==> src/rtl/shift_exec_unit.sv <==
// -----------------------------------------------------------------------------
// shift_exec_unit -- two-register pipelined shift execution unit (EX stage)
//
// Purpose:
//   Decodes the R-type shift funct field, picks the shift amount (shamt field
//   or rs[4:0]) and runs the operand through a combinational right shifter.
//   Left shifts reuse the right shifter by bit-reversing operand and result.
//   The result and its destination tag are handed to writeback under a
//   valid/ready handshake.
//
// Configuration:
//   SHIFT_ROTR_EN - when defined, SRL/SRLV with in_rot=1 rotate right, and
//                   SRA/SRAV with in_rot=1 are flagged illegal. When not
//                   defined, in_rot is ignored and no rotate logic exists.
//
// Ports (shift_exec_unit):
//   clk          clock, rising edge
//   rst_n        asynchronous active-low reset
//   flush        synchronous kill of both pipeline stages
//   in_valid     operation offered
//   in_ready     unit can take the offered operation this cycle
//   in_funct     R-type funct field
//   in_shamt     instruction shamt field
//   in_rot       rotate modifier (only meaningful with SHIFT_ROTR_EN)
//   in_rs        rs operand, bits [4:0] give the variable shift amount
//   in_rt        rt operand, the value being shifted
//   in_tag       destination register tag
//   out_valid    result available
//   out_ready    downstream accepts the result
//   out_result   shift result (0 for illegal ops)
//   out_tag      tag travelling with the result
//   out_illegal  funct was not a supported shift
//
// Ports (rshifter_32, combinational helper):
//   x      value to shift
//   shamt  shift amount 0..31
//   arith  1 = fill with x[31], 0 = fill with zeros
//   z      shifted value
// -----------------------------------------------------------------------------

module rshifter_32 (
  input  logic [31:0] x,
  input  logic [4:0]  shamt,
  input  logic        arith,
  output logic [31:0] z
);

  logic fill;
  assign fill = arith & x[31];

  // Logarithmic barrel shifter: stage gi shifts by 2**gi when shamt[gi] set.
  genvar gi;
  generate
    for (gi = 0; gi < 5; gi++) begin : g_stage
      localparam int SH = 1 << gi;
      logic [31:0] src;
      logic [31:0] v;
      if (gi == 0) begin : g_first
        assign src = x;
      end else begin : g_next
        assign src = g_stage[gi-1].v;
      end
      assign v = shamt[gi] ? {{SH{fill}}, src[31:SH]} : src;
    end
  endgenerate

  assign z = g_stage[4].v;

endmodule

module shift_exec_unit #(
  parameter int TAG_W = 5
) (
  input  logic             clk,
  input  logic             rst_n,
  input  logic             flush,
  input  logic             in_valid,
  output logic             in_ready,
  input  logic [5:0]       in_funct,
  input  logic [4:0]       in_shamt,
  input  logic             in_rot,
  input  logic [31:0]      in_rs,
  input  logic [31:0]      in_rt,
  input  logic [TAG_W-1:0] in_tag,
  output logic             out_valid,
  input  logic             out_ready,
  output logic [31:0]      out_result,
  output logic [TAG_W-1:0] out_tag,
  output logic             out_illegal
);

  // Operation class carried in S1. OP_ROR only appears with SHIFT_ROTR_EN.
  typedef enum logic [2:0] {
    OP_SLL = 3'd0,
    OP_SRL = 3'd1,
    OP_SRA = 3'd2,
    OP_ROR = 3'd3,
    OP_ILL = 3'd4
  } op_e;

  localparam logic [5:0] F_SLL  = 6'b000000;
  localparam logic [5:0] F_SRL  = 6'b000010;
  localparam logic [5:0] F_SRA  = 6'b000011;
  localparam logic [5:0] F_SLLV = 6'b000100;
  localparam logic [5:0] F_SRLV = 6'b000110;
  localparam logic [5:0] F_SRAV = 6'b000111;

  // ---------------------------------------------------------------------------
  // Pipeline state
  // ---------------------------------------------------------------------------
  logic             s1_valid_reg;
  op_e              s1_op_reg;
  logic [4:0]       s1_amt_reg;
  logic [31:0]      s1_rt_reg;
  logic [TAG_W-1:0] s1_tag_reg;

  logic             s2_valid_reg;
  logic [31:0]      out_result_reg;
  logic [TAG_W-1:0] out_tag_reg;
  logic             out_illegal_reg;

  // ---------------------------------------------------------------------------
  // Handshake. in_ready depends only on state and out_ready, never on in_valid.
  // ---------------------------------------------------------------------------
  logic s2_free;
  logic in_accept;
  logic s1_advance;

  assign s2_free    = !s2_valid_reg || out_ready;
  assign in_ready   = !s1_valid_reg || s2_free;
  assign in_accept  = in_valid && in_ready;
  assign s1_advance = s1_valid_reg && s2_free;

  // ---------------------------------------------------------------------------
  // Decode
  // ---------------------------------------------------------------------------
  op_e        op_next;
  logic [4:0] amt_next;

  always_comb begin
    op_next  = OP_ILL;
    amt_next = 5'd0;
    case (in_funct)
      F_SLL:  begin op_next = OP_SLL; amt_next = in_shamt;   end
      F_SRL:  begin op_next = OP_SRL; amt_next = in_shamt;   end
      F_SRA:  begin op_next = OP_SRA; amt_next = in_shamt;   end
      F_SLLV: begin op_next = OP_SLL; amt_next = in_rs[4:0]; end
      F_SRLV: begin op_next = OP_SRL; amt_next = in_rs[4:0]; end
      F_SRAV: begin op_next = OP_SRA; amt_next = in_rs[4:0]; end
      default: begin op_next = OP_ILL; amt_next = 5'd0;      end
    endcase
`ifdef SHIFT_ROTR_EN
    // The rotate modifier turns logical right shifts into rotates; an
    // arithmetic rotate has no meaning, so it is rejected as illegal.
    if (in_rot) begin
      if (op_next == OP_SRL) begin
        op_next = OP_ROR;
      end else if (op_next == OP_SRA) begin
        op_next  = OP_ILL;
        amt_next = 5'd0;
      end
    end
`endif
  end

  // Upper rs bits never influence the amount; collected here so they read
  // as intentionally unused.
`ifdef SHIFT_ROTR_EN
  logic unused_inputs;
  assign unused_inputs = &{1'b0, in_rs[31:5]};
`else
  logic unused_inputs;
  assign unused_inputs = &{1'b0, in_rs[31:5], in_rot};
`endif

  // ---------------------------------------------------------------------------
  // Datapath between S1 and S2
  // ---------------------------------------------------------------------------
  logic [31:0] rt_rev;
  logic [31:0] sh_x;
  logic        sh_arith;
  logic [31:0] sh_z;
  logic [31:0] sh_z_rev;
  logic        is_left;

  genvar gi;
  generate
    for (gi = 0; gi < 32; gi++) begin : g_rev
      assign rt_rev[gi]   = s1_rt_reg[31-gi];
      assign sh_z_rev[gi] = sh_z[31-gi];
    end
  endgenerate

  // Left shift = reverse, shift right with zero fill, reverse back.
  assign is_left  = (s1_op_reg == OP_SLL);
  assign sh_x     = is_left ? rt_rev : s1_rt_reg;
  assign sh_arith = (s1_op_reg == OP_SRA);

  rshifter_32 u_rshift (
    .x     (sh_x),
    .shamt (s1_amt_reg),
    .arith (sh_arith),
    .z     (sh_z)
  );

`ifdef SHIFT_ROTR_EN
  // Rotate right = (rt >> amt) | (rt << (32-amt)). The left half is a second
  // right shifter on the reversed operand. For amt=0 the 5-bit complement
  // amount is also 0, so both halves equal rt and the OR returns rt.
  logic [4:0]  rot_amt;
  logic [31:0] rot_z;
  logic [31:0] rot_left;

  assign rot_amt = 5'd0 - s1_amt_reg;

  rshifter_32 u_rshift_rot (
    .x     (rt_rev),
    .shamt (rot_amt),
    .arith (1'b0),
    .z     (rot_z)
  );

  generate
    for (gi = 0; gi < 32; gi++) begin : g_rot_rev
      assign rot_left[gi] = rot_z[31-gi];
    end
  endgenerate
`endif

  logic [31:0] result_next;
  logic        illegal_next;

  always_comb begin
    result_next  = 32'd0;
    illegal_next = 1'b0;
    case (s1_op_reg)
      OP_SLL: result_next = sh_z_rev;
      OP_SRL: result_next = sh_z;
      OP_SRA: result_next = sh_z;
`ifdef SHIFT_ROTR_EN
      OP_ROR: result_next = sh_z | rot_left;
`endif
      default: begin
        result_next  = 32'd0;
        illegal_next = 1'b1;
      end
    endcase
  end

  // ---------------------------------------------------------------------------
  // Pipeline registers
  // ---------------------------------------------------------------------------
  always_ff @(posedge clk or negedge rst_n) begin
    if (!rst_n) begin
      s1_valid_reg    <= 1'b0;
      s1_op_reg       <= OP_SLL;
      s1_amt_reg      <= 5'd0;
      s1_rt_reg       <= 32'd0;
      s1_tag_reg      <= '0;
      s2_valid_reg    <= 1'b0;
      out_result_reg  <= 32'd0;
      out_tag_reg     <= '0;
      out_illegal_reg <= 1'b0;
    end else if (flush) begin
      // Kill everything in flight; data registers may keep stale contents.
      s1_valid_reg <= 1'b0;
      s2_valid_reg <= 1'b0;
    end else begin
      // S2: load from S1 whenever it is free; otherwise hold (stall).
      if (s2_free) begin
        s2_valid_reg <= s1_valid_reg;
        if (s1_valid_reg) begin
          out_result_reg  <= result_next;
          out_tag_reg     <= s1_tag_reg;
          out_illegal_reg <= illegal_next;
        end
      end
      // S1: a new op can enter in the same cycle the old one moves to S2.
      if (in_accept) begin
        s1_valid_reg <= 1'b1;
        s1_op_reg    <= op_next;
        s1_amt_reg   <= amt_next;
        s1_rt_reg    <= in_rt;
        s1_tag_reg   <= in_tag;
      end else if (s1_advance) begin
        s1_valid_reg <= 1'b0;
      end
    end
  end

  assign out_valid   = s2_valid_reg;
  assign out_result  = out_result_reg;
  assign out_tag     = out_tag_reg;
  assign out_illegal = out_illegal_reg;

endmodule

==> config.mk <==
export PLATFORM = sky130hd
export DESIGN_NAME = shift_exec_unit
export DESIGN_NICKNAME = d
export VERILOG_FILES = /design/src/rtl/shift_exec_unit.sv
export SDC_FILE = /design/constraint.sdc
export NUM_CORES = 1
export LEC_CHECK = 0
export CAP_MARGIN = 20
export CORE_MARGIN = 2
export CORE_UTILIZATION = 48
export DETAILED_ROUTE_END_ITERATION = 12
export PLACE_DENSITY = 0.76
export SLEW_MARGIN = 15
export SYNTH_ARGS = -nofsm -noshare
export SYNTH_HDL_FRONTEND = slang
export SYNTH_SLANG_ARGS = --single-unit
==> constraint.sdc <==
create_clock -name clk -period 3.87 [get_ports clk]
set_input_delay 0.774 -clock clk [delete_from_list [all_inputs] [get_ports clk]]
set_output_delay 0.774 -clock clk [all_outputs]
set_load 0.1 [all_outputs]
==> results.toml, run 1 <==
[run_status]
outcome = "finished, final reports clean"

[global_route]
grt-ovfl-total = 0
grt_pass1_wl_um = 29200
antenna_found_initial = 0
grt_max_degree = 86
grtUsageTotal_pct = 29.5
grt_pass1_vias = 5147

[synthesis]
syn_area_per_cell_um2 = 9.89
dominantRegCellSynth = "dfrtp_1"
synth-edff-count = 0
yosysUniqueCellTypes = 64
async_flop_share_pct = 100
synth_warnings = 0
synth-seq-area-share_pct = 36.9
syn_nets = 669
synth_area_um2 = 5770
ys_ff_latch = 85
syn_inst = 583

[layout]
syn_to_final_growth_pct = 24.6
layout_commonest_cell = "clkdlybuf4s50_1"
drive_gt1_share_pct = 18.5
layout.nets = 753
diodes = 0
fin_area_um2 = 7180
final_util_pct = 60.6
most-common-layout-cells = "95 x clkdlybuf4s50_1, 85 x dfrtp_1, 77 x nand2_1, 44 x mux2_2, 44 x nor2_1"

[route]
drcViolationCount = 0
dr.pass1.iters = 5
viasPerCell = 6.51
postRouteAntennaNets = 0
post_drt_wl_per_cell_um = 22.4
drtIter0Drc = 426
vias = 5335
totalWireLength_um = 18300

[worst_setup_path]
max_stage_delay_ps = 700
arrival_ps = 3420
slowest_stage = "mux4_1"
path_class = "reg2reg"
critical_path_required_ps = 4100
worstSetupEndpointType = "register"
crit_fanout = 31
crit_path_cell_trace = "or3_4 > mux4_1 > mux2_2 > mux2_4 > o22ai_1 > a21oi_1 > a221o_1"
worstSetupStartpointType = "register"

[placement]
dp_worst_setup_slack_ps = 746
place_hpwl_um = 13800
place_congestion = 0.954
numPortBuffers = 97
dpl_cell_area_um2 = 6870

[die]
coreArea_um2 = 11900
fp.dieH_um = 114
ios = 126
dieWidth_um = 114
die_area_um2 = 12900
initial_core_util_pct = 48.6
rows = 40

[clocking]
hold_buffers = 0
post_cts_buffers = 0
cts-root-buf = "clkbuf_16"
cts_buffers = 9
cts_max_path_buffers = 2
cts_sinks = 85
htree_num_levels = 3
path_clk_slew_ps = 70
insertion_delay_ps = 360
cts_resized = 0
tritoncts = "built"

[power_and_ir_drop]
total_power_mw = 3.45
p_per_area_nw_per_um2 = 480
peakVddDrop_mv = 0.274
p_leak_nw = 2.84

[sta]
rsz0062_at_grt = "no"
worst_slew_pin_slew_ps = 987
timing.final.ws_setup_ps = 678
fin_setup_tns_ps = 0
hold_violations = 0
slew-limit-headroom_pct = 34.0
fmax_mhz = 313
finalMaxSlewViolations = 0
min_period_over_period_pct = 82.5
setup_violations = 0
clock_skew_ps = 7.96
post-route-min-period_ps = 3190

[min_path]
hold_path_class = "in2async"

[run]
cap_violations = 0
## layer usage
metal / vias up / track usage [%] / wire [µm]
li1: 2425 / - / -
met1: 2644 / 40.7 / 8030
met2: 226 / 47.0 / 8720
met3: 40 / 4.41 / 1020
met4: 0 / 11.9 / 572
met5: - / 0 / 0
## synthesized netlist by cell type (4+ instances only)
cell	count	area (µm²)
a211oi_1	7	52.6
mux4_2	29	653
nand3_1	6	30.0
dfrtp_1	85	2130
buf_2	4	20.0
nor2b_1	4	25.0
a31oi_1	11	68.8
nand2b_1	4	25.0
o22ai_1	12	75.1
a22oi_1	30	225
buf_1	4	15.0
mux2_2	44	495
or3_1	7	43.8
inv_1	5	18.8
o221ai_1	5	43.8
o21ai_0	33	165
nor2_1	44	165
o31ai_1	5	37.5
mux2i_1	7	70.1
a21oi_1	34	170
a32o_1	4	40.0
o211ai_1	10	75.1
clkbuf_1	32	120
nor3_1	8	40.0
nand2_1	77	289
o21a_1	5	37.5
a221o_1	8	80.1
## path summary, 6_finish.rpt
check	startpoint	end	slack, ps	cells after the start
min reg2reg	s1_tag_reg[0]$_DFFE_PN0P_	out_tag[0]$_DFFE_PN0P_	470	2
min	rst_n	out_result[15]$_DFFE_PN0P_	440	1
max reg2reg	s1_op_reg[1]$_DFFE_PN0P_	out_result[9]$_DFFE_PN0P_	680	7
max	s1_op_reg[1]$_DFFE_PN0P_	out_result[9]$_DFFE_PN0P_	680	7
max in group asynchronous	rst_n	s1_rt_reg[17]$_DFFE_PN0P_	2870	1
min in group clk	s1_tag_reg[0]$_DFFE_PN0P_	out_tag[0]$_DFFE_PN0P_	470	2
## worst max-delay path, delay by kind of cell, from the launching register on
family,cells,cell delay [ps]
multiplexers,3,1320
flip-flops,1,560
AND/OR/NAND/NOR,1,530
AO/OA/AOI/OAI,3,640
## power by group
part,internal [mW],leakage (nW),switching [mW]
combinational,0.490,1.64,0.926
clock,0.510,0.147,0.392
sequential,1.01,1.06,0.120
total,2.01,2.84,1.44
## per-stage QoR
step | std cells | hold WS [ps]
final | 819 | 439
after global routing | 819 | 492
after CTS | 819 | 469
after detailed placement | 803 | 451
after global placement | 803 | 446
after floorplan | 583 | 433
## final cells by class
cell class | instances | area [µm²]
repair buffers | 119 | 1130
well taps | 147 | 184
flip-flops and latches | 85 | 2130
multi-input cells | 444 | 3400
fillers | 1027 | 4680
inverters | 8 | 30.0
clock inverters | 7 | 81.3
clock buffers | 9 | 225
## kinds of logic (layout without fill, tap and decap cells)
kind of cell | after synthesis | after routing | share of synthesized area [%]
muxes | 84 | 84 | 22.8
DFF | 85 | 85 | 36.9
and+or+nand+nor | 166 | 166 | 12.9
buffers and inverters | 54 | 143 | 4.34
xor gates and xnor gates | 1 | 1 | 0.152
AOI/OAI and AO/OA | 193 | 193 | 23.0
Power figures use the tool's default switching activity.
==> run 2, diff against run 1 <==
--- a/config.mk
+++ b/config.mk
@@ -7,9 +7,9 @@
 export LEC_CHECK = 0
 export CAP_MARGIN = 20
 export CORE_MARGIN = 2
-export CORE_UTILIZATION = 48
+export CORE_UTILIZATION = 47
 export DETAILED_ROUTE_END_ITERATION = 12
-export PLACE_DENSITY = 0.76
+export PLACE_DENSITY = 0.78
 export SLEW_MARGIN = 15
 export SYNTH_ARGS = -nofsm -noshare
 export SYNTH_HDL_FRONTEND = slang
==> constraint.sdc (replaced) <==
create_clock -name clk -period 2.78 [get_ports clk]
set_input_delay 0.556 -clock clk [delete_from_list [all_inputs] [get_ports clk]]
set_output_delay 0.556 -clock clk [all_outputs]
set_load 0.1 [all_outputs]
==> run 2 against run 1 <==
The run now ends with setup timing left; global-route usage increased by 0.71 points; clock skew increased by 5.0 ps; design area increased by 9.6%; sequential power increased by 39%; worst hold slack got worse by 270 ps; worst setup slack got worse by 690 ps; maximum frequency increased by 14%; critical path depth decreased by 1; combinational power increased by 59%; critical path type unchanged; critical endpoint is now out_result[16]$_DFFE_PN0P_.
==> results.toml, run 2 (synthesis gave the netlist of run 1 again) <==
[sta]
fmax_mhz = 359
worst_slew_pin_slew_ps = 613
clock_skew_ps = 13.0
finalMaxSlewViolations = 0
fin_setup_tns_ps = -7.83
setup_violations = 1
hold_violations = 0
timing.final.ws_setup_ps = -7.83
slew-limit-headroom_pct = 58.7
rsz0062_at_grt = "yes"
min_period_over_period_pct = 100
post-route-min-period_ps = 2790
hold_slack_ps = 170

[layout]
final_util_pct = 65.5
most-common-layout-cells = "120 x buf_4, 84 x dfrtp_1, 71 x nand2_1, 56 x clkdlybuf4s50_1, 44 x nor2_1"
layout_commonest_cell = "buf_4"
fin_area_um2 = 7870
diodes = 0
layout.nets = 821
syn_to_final_growth_pct = 36.5
final_cells = 887
drive_gt1_share_pct = 36.5

[global_route]
grtUsageTotal_pct = 30.2
grt_pass1_vias = 5401
antenna_found_initial = 0
grt_max_degree = 39
grt_pass1_wl_um = 30200
grt-ovfl-total = 0

[power_and_ir_drop]
pwr-share-clk_pct = 24.0
power_frac_seq_pct = 31.1
netSwitchingFraction_pct = 42.5
peakVddDrop_mv = 0.617
total_power_mw = 5.03
p_per_area_nw_per_um2 = 640
switchingPower_mw = 2.14
p_leak_nw = 3.30
p_int_mw = 2.90
pwr-share-comb_pct = 44.9

[placement]
numPortBuffers = 97
place_hpwl_um = 15200
place_congestion = 0.922
place_inst = 860
dpl_cell_area_um2 = 7280
dp_worst_setup_slack_ps = -157

[worst_setup_path]
worstSetupStartpointType = "register"
critical_path_required_ps = 3020
arrival_ps = 3030
crit_fanout = 6
path_class = "reg2reg"
worstSetupEndpointType = "register"

[route]
post_drt_wl_per_cell_um = 22.5
postRouteAntennaNets = 0
drcViolationCount = 0
viasPerCell = 6.45
vias = 5725
totalWireLength_um = 20000
dr.pass1.iters = 7
drtIter0Drc = 465

[die]
coreArea_um2 = 12000
die_area_um2 = 13200
dieWidth_um = 115
ios = 126
initial_core_util_pct = 48.0
fp.dieH_um = 115
rows = 40

[clocking]
insertion_delay_ps = 350
hold_buffers = 0
htree_num_levels = 3
cts_sinks = 85
tritoncts = "built"
cts_max_path_buffers = 2
cts-root-buf = "clkbuf_16"
path_clk_slew_ps = 70
cts_buffers = 9

[run]
cap_violations = 0

[min_path]
hold_path_class = "in2async"

[run_status]
violations = "setup timing"
outcome = "complete, but fails checks"
[run 2: power groups by stage]
| stage | sequential, mW | combinational [mW] | clock (mW) |
|---|---|---|---|
| final | 1.57 | 2.26 | 1.21 |
| after global routing | 1.58 | 2.36 | 1.28 |
| after CTS | 1.56 | 2.15 | 1.23 |
| after detailed placement | 1.58 | 2.10 | 0 |
| after global placement | 1.56 | 2.08 | 0 |
| after floorplan | 2.11 | 0.811 | 0 |
[run 2: path summary, 6_finish.rpt]
| check | start | end | slack (ps) | depth (start not counted) |
|---|---|---|---|---|
| min in group clk | s1_tag_reg[2]$_DFFE_PN0P_ | out_tag[2]$_DFFE_PN0P_ | 470 | 2 |
| setup reg to reg | s1_op_reg[0]$_DFFE_PN0P_ | out_result[16]$_DFFE_PN0P_ | -8 | 6 |
| setup / recovery | s1_op_reg[0]$_DFFE_PN0P_ | out_result[16]$_DFFE_PN0P_ | -8 | 6 |
| hold / removal | rst_n | s1_op_reg[0]$_DFFE_PN0P_ | 170 | 1 |
| hold reg to reg | s1_tag_reg[2]$_DFFE_PN0P_ | out_tag[2]$_DFFE_PN0P_ | 470 | 2 |
| max in group asynchronous | rst_n | out_result[23]$_DFFE_PN0P_ | 1990 | 2 |
[run 2: area by class of cell]
cell class | instances | area (µm²)
multi-input combinational | 445 | 3600
timing repair buffer | 186 | 1630
inverter | 8 | 30.0
clock buffer | 9 | 225
fill | 953 | 4140
tap | 147 | 184
sequential | 85 | 2130
clock inverter | 7 | 73.8
[run 2: repair_timing]
item / CTS / global route
resized for setup: 16 / 36
pin swaps: 4 / 13
setup endpoints to repair: 14 / 30
buffers inserted: 2 / 8
cloned: 1 / 0
hold endpoints to repair: 0 / 0
[run 2: layer usage]
metal,wire length [µm],share of wire (%),GRT usage (%)
met1,8510,43,40.4
met2,9710,49,50.6
met3,1150,5.8,4.11
met4,591,3.0,10.9
met5,0,0,0
[run 2: critical path: stages (launching register included)]
cell and delay, ps:
dfrtp_1 420, or3_4 480, mux4_2 570, mux4_2 560, o211ai_2 210, o31ai_4 110, a221o_1 330
